## src/rtl/synth_pkg.sv

```systemverilog
// Shared voice-synth types and constants: envelope FSM states, level ceiling,
// and the velocity width used when ADSR_VELOCITY_EN is defined.
package synth_pkg;

    localparam int          VEL_W     = 7;
    localparam logic [15:0] LEVEL_MAX = 16'hFFFF;

    typedef enum logic [2:0] {
        ST_IDLE    = 3'd0,
        ST_ATTACK  = 3'd1,
        ST_DECAY   = 3'd2,
        ST_SUSTAIN = 3'd3,
        ST_RELEASE = 3'd4
    } adsr_state_t;

    // A zero rate would stall a phase forever, so it is promoted to one.
    function automatic logic [15:0] rate_min1(input logic [15:0] rate);
        return (rate == 16'd0) ? 16'd1 : rate;
    endfunction

endpackage

```

## src/rtl/sat_step.sv

```systemverilog
// Saturating 16-bit add (ceiling LEVEL_MAX) or subtract (floor = limit).
// The hit flag reports that the clamp engaged, which ends the current phase.
module sat_step
    import synth_pkg::*;
(
    input  logic [15:0] a,
    input  logic [15:0] b,
    input  logic [15:0] limit,
    input  logic        sub,
    output logic [15:0] y,
    output logic        hit
);

    logic [16:0] sum_s;
    logic [16:0] diff_s;

    assign sum_s  = {1'b0, a} + {1'b0, b};
    assign diff_s = {1'b0, a} - {1'b0, b};

    // Clamp the 17-bit result; diff_s[16] set means the subtraction borrowed.
    always_comb begin
        y   = a;
        hit = 1'b0;
        if (sub) begin
            if (diff_s[16] || (diff_s[15:0] <= limit)) begin
                y   = limit;
                hit = 1'b1;
            end else begin
                y   = diff_s[15:0];
                hit = 1'b0;
            end
        end else begin
            if (sum_s >= {1'b0, LEVEL_MAX}) begin
                y   = LEVEL_MAX;
                hit = 1'b1;
            end else begin
                y   = sum_s[15:0];
                hit = 1'b0;
            end
        end
    end

endmodule

```

## src/rtl/adsr_envelope.sv

```systemverilog
// Per-voice ADSR envelope generator with a one-cycle amplitude load strobe.
// Optional ADSR_VELOCITY_EN scales the output by a latched key velocity.
module adsr_envelope
    import synth_pkg::*;
#(
    parameter int LEVEL_W = 16
) (
    input  logic               Clk,
    input  logic               Reset,
    input  logic               Tick,
    input  logic               Gate,
    input  logic [LEVEL_W-1:0] AttackInc,
    input  logic [LEVEL_W-1:0] DecayDec,
    input  logic [LEVEL_W-1:0] SustainLvl,
    input  logic [LEVEL_W-1:0] ReleaseDec,
`ifdef ADSR_VELOCITY_EN
    input  logic [VEL_W-1:0]   Velocity,
`endif
    output logic [LEVEL_W-1:0] A_out,
    output logic               loadA,
    output logic               Active
);

    adsr_state_t        state_r, state_next_s;
    logic [LEVEL_W-1:0] level_r, level_next_s;
    logic               gate_q_r, load_r, active_r;
    logic               rise_s, fall_s;
    logic [LEVEL_W-1:0] atk_s, dec_s, rel_s;
    logic [LEVEL_W-1:0] step_b_s, step_limit_s, step_y_s;
    logic               step_sub_s, step_hit_s;

    assign rise_s = Gate & ~gate_q_r;
    assign fall_s = ~Gate & gate_q_r;
    assign atk_s  = rate_min1(AttackInc);
    assign dec_s  = rate_min1(DecayDec);
    assign rel_s  = rate_min1(ReleaseDec);

    sat_step u_step (
        .a     (level_r),
        .b     (step_b_s),
        .limit (step_limit_s),
        .sub   (step_sub_s),
        .y     (step_y_s),
        .hit   (step_hit_s)
    );

    // State register.
    always_ff @(posedge Clk) begin
        if (Reset) begin
            state_r <= ST_IDLE;
        end else begin
            state_r <= state_next_s;
        end
    end

    // Next-state decision; a gate edge outranks the phase's own limit exit.
    always_comb begin
        state_next_s = state_r;
        if (Tick) begin
            case (state_r)
                ST_IDLE:    state_next_s = rise_s ? ST_ATTACK : ST_IDLE;
                ST_ATTACK:  state_next_s = fall_s ? ST_RELEASE : (step_hit_s ? ST_DECAY : ST_ATTACK);
                ST_DECAY:   state_next_s = fall_s ? ST_RELEASE : (step_hit_s ? ST_SUSTAIN : ST_DECAY);
                ST_SUSTAIN: state_next_s = fall_s ? ST_RELEASE : ST_SUSTAIN;
                ST_RELEASE: state_next_s = rise_s ? ST_ATTACK : (step_hit_s ? ST_IDLE : ST_RELEASE);
                default:    state_next_s = ST_IDLE;
            endcase
        end else begin
            state_next_s = state_r;
        end
    end

    // Step operand selection and next level for the current state.
    always_comb begin
        step_b_s     = atk_s;
        step_sub_s   = 1'b0;
        step_limit_s = {LEVEL_W{1'b0}};
        level_next_s = level_r;
        case (state_r)
            ST_ATTACK, ST_DECAY, ST_SUSTAIN: begin
                if (fall_s) begin
                    step_b_s   = rel_s;
                    step_sub_s = 1'b1;
                end else if (state_r == ST_DECAY) begin
                    step_b_s     = dec_s;
                    step_sub_s   = 1'b1;
                    step_limit_s = SustainLvl;
                end else begin
                    step_b_s = atk_s;
                end
            end
            ST_RELEASE: begin
                if (rise_s) begin
                    step_b_s = atk_s;
                end else begin
                    step_b_s   = rel_s;
                    step_sub_s = 1'b1;
                end
            end
            default: step_b_s = atk_s;
        endcase
        if (Tick) begin
            case (state_r)
                ST_IDLE:    level_next_s = {LEVEL_W{1'b0}};
                ST_SUSTAIN: level_next_s = fall_s ? step_y_s : SustainLvl;
                ST_ATTACK, ST_DECAY, ST_RELEASE: level_next_s = step_y_s;
                default:    level_next_s = {LEVEL_W{1'b0}};
            endcase
        end else begin
            level_next_s = level_r;
        end
    end

    // Level, gate history and registered strobes.
    always_ff @(posedge Clk) begin
        if (Reset) begin
            level_r  <= {LEVEL_W{1'b0}};
            gate_q_r <= 1'b0;
            load_r   <= 1'b0;
            active_r <= 1'b0;
        end else begin
            level_r  <= level_next_s;
            gate_q_r <= Tick ? Gate : gate_q_r;
            load_r   <= Tick;
            active_r <= (state_next_s != ST_IDLE);
        end
    end

    assign Active = active_r;

`ifdef ADSR_VELOCITY_EN
    logic [VEL_W-1:0]         vel_r;
    logic [LEVEL_W+VEL_W:0]   prod_s;
    logic [LEVEL_W-1:0]       a_out_r;
    logic                     load2_r;

    assign prod_s = level_r * {vel_r, 1'b1};

    // Velocity latch and scaling pipeline stage, strobe delayed to match.
    always_ff @(posedge Clk) begin
        if (Reset) begin
            vel_r   <= {VEL_W{1'b0}};
            a_out_r <= {LEVEL_W{1'b0}};
            load2_r <= 1'b0;
        end else begin
            vel_r   <= (Tick && rise_s) ? Velocity : vel_r;
            a_out_r <= prod_s[LEVEL_W+VEL_W:VEL_W+1];
            load2_r <= load_r;
        end
    end

    assign A_out = a_out_r;
    assign loadA = load2_r;
`else
    assign A_out = level_r;
    assign loadA = load_r;
`endif

endmodule

```

## config.mk

```make
export PLATFORM = sky130hd
export DESIGN_NAME = adsr_envelope
export DESIGN_NICKNAME = d
export VERILOG_FILES = /design/src/rtl/synth_pkg.sv /design/src/rtl/sat_step.sv /design/src/rtl/adsr_envelope.sv
export SDC_FILE = /design/constraint.sdc
export NUM_CORES = 1
export LEC_CHECK = 0
export CAP_MARGIN = 25
export CORE_UTILIZATION = 45
export CTS_CLUSTER_SIZE = 30
export DETAILED_ROUTE_END_ITERATION = 12
export PLACE_DENSITY = 0.81
export SLEW_MARGIN = 25
export SYNTH_ARGS = -nofsm -noshare
export SYNTH_HDL_FRONTEND = slang
export SYNTH_SLANG_ARGS = --single-unit
```

## constraint.sdc

```tcl
create_clock -name Clk -period 7.3 [get_ports Clk]
set_clock_uncertainty 0.05 [all_clocks]
set_input_delay 0.73 -clock Clk [delete_from_list [all_inputs] [get_ports Clk]]
set_output_delay 0.73 -clock Clk [all_outputs]
set_load 0.05 [all_outputs]
```

**Word level (Yosys, flattened, before mapping)**

Index checks and enable logic that the tools add are counted.

- Register bits: 22
- Latch bits: 0
- RAM bits: 0
- Memory bits (read-only): 0
- Bits of input ports: 68
- Output and inout port bits: 18
- Logic and storage cells: 57
- Memories: 0

- Add/subtract/negate cells: 2
- Multipliers: 0
- Divide/modulo/power cells: 0
- $lt $le $gt $ge: 2
- Equal/unequal tests: 4
- Shift operators: 0
- Muxes and demuxes: 32
- Bitwise gates (word level): 4
- Reductions and logical operators: 8

Operators by type and width:

| cell | count |
|---|---|
| 16-bit 2-to-1 mux | 13 |
| 16-bit case mux with 2 select lines | 2 |
| 16-bit zero test | 3 |
| 3-bit 2-to-1 mux | 6 |
| 16-bit by 16-bit adder with 17-bit output | 1 |
| 17-bit by 16-bit greater-or-equal comparator with 1-bit output (second input constant) | 1 |
| 16-bit by 16-bit subtractor with 17-bit output | 1 |
| 16-bit <= comparator | 1 |
| 3-bit case mux with 5 select lines | 1 |
| 1-bit 2-to-1 mux | 8 |
| 3-bit by 2-bit == test with 1-bit output (second input constant) | 2 |
| 3-bit OR reduction | 2 |
| 3-bit by 1-bit == test with 1-bit output (second input constant) | 1 |
| 3-bit == test (second input constant) | 1 |
| 3-bit zero test | 1 |
| 3-bit nonzero test | 1 |
| 1-bit AND | 2 |
| 2-bit 2-to-1 mux | 1 |
| 1-bit inverter | 2 |
| 1-bit case mux with 2 select lines | 1 |
| 1-bit logical OR | 1 |

**Longest topological paths before layout**

- Word-level depth: 15
- Depth in mapped cells: 29

**Hierarchy**

A second synthesis with hierarchy kept.

- Cells, all modules: 548
- Area total of the unflattened synthesis: 4324.1 µm²

Modules (own cells, without submodules):

| module | instances | cells an instance | area an instance (µm²) | seq. area each (µm²) |
|---|---|---|---|---|
| sat_step | 1 | 355 | 2612.5 | 0.0 |
| adsr_envelope | 1 | 193 | 1711.6 | 440.4 |

**Least setup slack after synthesis**

Ideal clock, no wire load.

- Kind: input-to-reg
- From: input port Gate
- To: register level_r[5] (netlist: A_out[5])
- Setup time: 88 ps
- Data arrival time: 5598 ps
- Data required time: 7162 ps
- Setup slack: 1564 ps
- Cell stages on the path: 28
- Path buffers: 5
- Path through: nand2b_1 > and3_1 > clkbuf_1 > nand2b_1 > and2_1 > clkbuf_1 > a222oi_1 > inv_1 > ha_1 > buf_4 > nor2b_1 > o21ai_0 > o211ai_1 > a221oi_1 > nor4_1 > nor3_1 > xnor2_1 > ha_1 > nand4_1 > or4_1 > a2bb2oi_1 > o31a_1 > o41a_1 > buf_6 > buf_6 > nor3b_1 > nand4b_4 > a311oi_2

- Longest elaborated chain between the ends: 11

RTL lines:

| element | line | source |
|---|---|---|
| start: declaration | adsr_envelope.sv:11 | `input logic Gate,` |
| 1-bit inverter | adsr_envelope.sv:33 | `assign fall_s = ~Gate & gate_q_r;` |
| 1-bit AND | adsr_envelope.sv:33 |  |
| 16-bit 2-to-1 mux | adsr_envelope.sv:81 | `if (fall_s) begin` |
| 16-bit case mux with 2 select lines | adsr_envelope.sv:79 | `case (state_r)` |
| 16-bit by 16-bit subtractor with 17-bit output | sat_step.sv:18 | `assign diff_s = {1'b0, a} - {1'b0, b};` |
| 16-bit <= comparator | sat_step.sv:25 | `if (diff_s[16] \|\| (diff_s[15:0] <= limit)) begin` |
| 1-bit logical OR | sat_step.sv:25 |  |
| 16-bit 2-to-1 mux | sat_step.sv:25 |  |
| 16-bit 2-to-1 mux | sat_step.sv:24 | `if (sub) begin` |
| 16-bit 2-to-1 mux | adsr_envelope.sv:105 | `ST_SUSTAIN: level_next_s = fall_s ? step_y_s : SustainLvl;` |
| 16-bit case mux with 2 select lines (*) | adsr_envelope.sv:103 | `case (state_r)` |
| end signal: assignment | adsr_envelope.sv:117 | `level_r <= {LEVEL_W{1'b0}};` |
| end signal: assignment | adsr_envelope.sv:122 | `level_r <= level_next_s;` |
| end: declaration | adsr_envelope.sv:25 | `logic [LEVEL_W-1:0] level_r, level_next_s;` |

Mark *: on every way between the ends. The rest lies on a longest branch, timed or not.
A chain may end at the register's enable or synchronous reset.

**Worst setup path after layout**

- From: input port Gate
- To: register level_r[10] (netlist: A_out[10])

The elaborated chain is that of the path after synthesis.

==> key figures <==
Outcome
  – Run status: finished clean

Critical path
  – Register-to-Register Path Depth: 26
  – Required time of the critical path: 7400 ps
  – Reg-to-reg setup timing slack: 690 ps
  – R2r startpoint: state_r[0]$_SDFF_PP0_
  – Startpoint type of the worst setup path: input port
  – Worst Setup EP: A_out[10]$_SDFFE_PP0P_
  – Classification of the worst setup path: input port to flip-flop
  – Maximum fanout along the worst path: 29
  – Endpoint of the most critical register-to-register path: A_out[10]$_SDFFE_PP0P_
  – CP Capture Type: flip-flop
  – Arrival time of data at the critical path endpoint: 6830 ps
  – Worst setup path startpoint: Gate

Flow run
  – Number of max-cap violations: 0

Placement
  – Total instance count after detailed placement: 717
  – Port Buffer Count: 85
  – Detailed-placement wirelength estimate: 11490 um
  – Last weighted congestion value of the routability-driven placer: 1.001

Yosys
  – Post-synth ARST share: 0%
  – Mean instance size in the synthesized netlist: 7.245 um^2
  – Area fraction of the dominant cell type after synthesis: 15.10%
  – Net count of the mapped netlist: 667
  – Top cells by area in the synthesized netlist: sky130_fd_sc_hd__ha_1 (15%), sky130_fd_sc_hd__dfxtp_1 (11%), sky130_fd_sc_hd__nor2_1 (6.1%)
  – FF+latch count, synth: 22
  – EDFF count, synth: 0
  – Most frequent cells after synthesis: sky130_fd_sc_hd__nor2_1 (65), sky130_fd_sc_hd__nand2_1 (49), sky130_fd_sc_hd__ha_1 (48)
  – Share of synthesized area occupied by flip-flops and latches: 11.07%
  – Count of warnings emitted by yosys: 0
  – Gate Count Post-Synth: 549
  – Primary FF master, synth: sky130_fd_sc_hd__dfxtp_1
  – Most area-hungry cell type in the Yosys netlist: sky130_fd_sc_hd__ha_1
  – Netlist area before placement: 0.003978 mm^2
  – Post-synthesis cell type count: 77
  – Most instantiated library cell after synthesis: sky130_fd_sc_hd__nor2_1

Die
  – Core Footprint: 0.008382 mm^2
  – Row Count: 33
  – Die span in y: 96.02 um
  – Die footprint: 0.009219 mm^2
  – Starting Density: 47.45%
  – Number of top-level pins: 86
  – Horiz. Die Dim: 96.02 um

STA
  – Final Max Tran Viols: 0
  – Final Hold Fails: 0
  – Unrepaired setup endpoints after global routing: false
  – Worst relative slew slack: 28.39%
  – Aggregate negative setup slack: 0 ps
  – Setup violations, final: 0
  – Final critical path time including I/O delays and setup: 6726 ps
  – Top achievable clock speed: 0.1487 GHz
  – Final period utilization: 92.13%
  – Slew at the pin with the worst max-slew slack: 1066 ps

Finish
  – Area Overhead vs Synth: 23.53%
  – Number of fill cells in the layout: 787
  – Area of the multi-input gates: 0.003249 mm^2
  – Non-filler cells in the finished layout: 720
  – Diodes inserted: 0
  – FF+latch area: 440.4 um^2
  – Number of nets at the end of the flow: 735
  – Share of final-layout standard cells stronger than drive strength 1: 5.366%

CTS
  – Clock root cell: sky130_fd_sc_hd__clkbuf_8
  – Total clock sinks: 22
  – Worst-path clk slew: 90 ps
  – Maximum level of the CTS H-tree: 1
  – Maximum number of buffers from clock root to sink: 2
  – Clock tree from TritonCTS: done
  – Setup Fix Bufs, Post-CTS: 0
  – Skew-Pair Late Insertion Delay: 280 ps
  – Total of hold buffers inserted after clock tree synthesis: 0
  – Total clock buffers created by CTS: 3

GRT
  – Number of antenna violations at the first check in global routing: 0
  – Via count of the first global-routing pass: 4300
  – Maximum number of pins on one net before global-route repair: 37
  – Wire length of the first global-routing pass: 21490 um
  – Overall track demand over capacity in global routing: 30.84%
  – Overall overflow remaining after global route: 0

Drt
  – Antenna Violating Nets Remaining: 0
  – Ratio of routed vias to standard cells: 6.449
  – Residual DRC count: 0
  – Drt wl/cell: 19.87 um
  – Final WL: 14310 um
  – 1st-pass router iterations: 7
  – Vias after detailed routing: 4643
  – Initial detailed-routing violation count: 388

Power
  – Total leakage power: 1.973 nW
  – Pwr dens: 141.1 mW/mm^2
  – Worst vdd ir: 0.08178 mV

Worst hold path
  – HP Class: flip-flop to flip-flop
area by class of cell:
cell class / instances / area share [%]
inverter: 32 / 2.445
timing repair buffer: 94 / 18.95
tap: 105 / 2.674
sequential: 22 / 8.964
multi-input combinational: 464 / 66.13
clock buffer: 3 / 0.8403
stage by stage:
stage	power (mW)	area [um^2]	hold slack (ps)	util (%)	setup WS [ps]
after floorplan	0.4596	3978	451.3	-	1564
after global placement	0.5907	4867	477.3	58.07	541.0
after detailed placement	0.5986	4870	491.9	58.10	259.2
after CTS	0.6829	4911	503.8	58.59	539.1
after global routing	0.7393	4913	521.5	58.62	75.54
final	0.6932	4913	502.5	58.62	574.2
cells by family after synthesis:
kind of cell	Yosys count	synth area share [%]
AO/OA/AOI/OAI	171	31.80
XOR/XNOR	27	5.945
adder cells (fa/ha/maj)	50	16.11
buffers and inverters	63	7.361
flip-flops	22	11.07
multiplexers	3	0.7550
AND/OR/NAND/NOR	213	26.96
layout by cell type (no fill, tap or decap), types with 3 or more instances in the layout:
master,synthesis,routed
sky130_fd_sc_hd__nand3_1,5,5
sky130_fd_sc_hd__a221o_1,5,5
sky130_fd_sc_hd__a21oi_1,31,31
sky130_fd_sc_hd__inv_1,32,32
sky130_fd_sc_hd__o211ai_1,5,5
sky130_fd_sc_hd__nor2b_1,21,21
sky130_fd_sc_hd__xnor2_1,17,17
sky130_fd_sc_hd__ha_1,48,48
sky130_fd_sc_hd__and2_1,7,7
sky130_fd_sc_hd__nor3_1,9,9
sky130_fd_sc_hd__buf_4,5,8
sky130_fd_sc_hd__a211oi_1,13,13
sky130_fd_sc_hd__nor2_2,1,3
sky130_fd_sc_hd__nand2_1,49,49
sky130_fd_sc_hd__o21ai_1,3,3
sky130_fd_sc_hd__clkbuf_8,0,3
sky130_fd_sc_hd__nand4_1,7,7
sky130_fd_sc_hd__o22ai_1,4,4
sky130_fd_sc_hd__mux2i_1,3,3
sky130_fd_sc_hd__a31oi_1,7,7
sky130_fd_sc_hd__a311oi_1,4,4
sky130_fd_sc_hd__o21ai_0,28,28
sky130_fd_sc_hd__nor4_1,14,14
sky130_fd_sc_hd__o32ai_1,7,7
sky130_fd_sc_hd__and3_1,3,3
sky130_fd_sc_hd__o21bai_1,3,3
sky130_fd_sc_hd__or3_1,4,4
sky130_fd_sc_hd__clkdlybuf4s50_1,0,85
sky130_fd_sc_hd__o31ai_1,3,3
sky130_fd_sc_hd__a222oi_1,10,10
sky130_fd_sc_hd__xor2_1,10,10
sky130_fd_sc_hd__nor3b_1,7,7
sky130_fd_sc_hd__dfxtp_1,22,22
sky130_fd_sc_hd__nor2_1,65,63
sky130_fd_sc_hd__o221ai_1,3,3
sky130_fd_sc_hd__a21o_1,9,9
sky130_fd_sc_hd__nand3b_1,3,3
sky130_fd_sc_hd__nand2b_1,12,12
flip-flops by register name, summed over array words and instances (netlist names):
| register | cells |
|---|---|
| A_out | 16 |
| state_r | 3 |
| gate_q_r | 1 |
| Active | 1 |
| loadA | 1 |
critical path, cell delays in order:
cell	delay [ps]
sky130_fd_sc_hd__clkdlybuf4s50_1	550
sky130_fd_sc_hd__nand2b_1	70
sky130_fd_sc_hd__and3_1	250
sky130_fd_sc_hd__nand2b_1	280
sky130_fd_sc_hd__and2_1	320
sky130_fd_sc_hd__a222oi_1	390
sky130_fd_sc_hd__inv_1	80
sky130_fd_sc_hd__ha_1	410
sky130_fd_sc_hd__nor2b_1	180
sky130_fd_sc_hd__o21ai_0	210
sky130_fd_sc_hd__o211ai_1	160
sky130_fd_sc_hd__a221oi_1	370
sky130_fd_sc_hd__nor4_1	80
sky130_fd_sc_hd__nor3_1	240
sky130_fd_sc_hd__xnor2_1	120
sky130_fd_sc_hd__ha_1	320
sky130_fd_sc_hd__nand4_1	140
sky130_fd_sc_hd__or4_1	570
sky130_fd_sc_hd__a21oi_1	160
sky130_fd_sc_hd__o31a_1	150
sky130_fd_sc_hd__o41a_1	310
sky130_fd_sc_hd__buf_12	220
sky130_fd_sc_hd__nor2_1	60
sky130_fd_sc_hd__a21o_1	150
sky130_fd_sc_hd__o221ai_1	180
sky130_fd_sc_hd__a311oi_1	120
how the worst min path moves through the flow:
stage / start / endpoint / slack (ps) / depth (start not counted)
after global placement: A_out[13]$_SDFFE_PP0P_ / A_out[13]$_SDFFE_PP0P_ / 480 / 2
after CTS: A_out[10]$_SDFFE_PP0P_ / A_out[10]$_SDFFE_PP0P_ / 500 / 2
after floorplan: state_r[1]$_SDFF_PP0_ / state_r[1]$_SDFF_PP0_ / 450 / 2
final: A_out[10]$_SDFFE_PP0P_ / A_out[10]$_SDFFE_PP0P_ / 500 / 2
after global routing: A_out[10]$_SDFFE_PP0P_ / A_out[10]$_SDFFE_PP0P_ / 520 / 2
after detailed placement: A_out[10]$_SDFFE_PP0P_ / A_out[10]$_SDFFE_PP0P_ / 490 / 2
metal layers:
metal | routed length [um] | vias up | part of all wire [%] | track usage (%)
met4 | 475 | 0 | 3.3 | 12.44
met3 | 1330 | 36 | 9.3 | 7.346
li1 | - | 2165 | - | -
met2 | 6503 | 233 | 45 | 47.40
met1 | 5999 | 2209 | 42 | 41.10
met5 | 0 | - | 0 | 0
power by group:
| group | switching (mW) | internal (mW) |
|---|---|---|
| clock network | 0.0483 | 0.0372 |
| logic | 0.276 | 0.192 |
| registers | 0.0113 | 0.128 |
what timing repair did:
item                                   CTS  global route
resized for setup                        0             1
endpoints found under the hold margin    0             0
setup endpoints to repair                0             5
(Power assumes the default switching activity.)
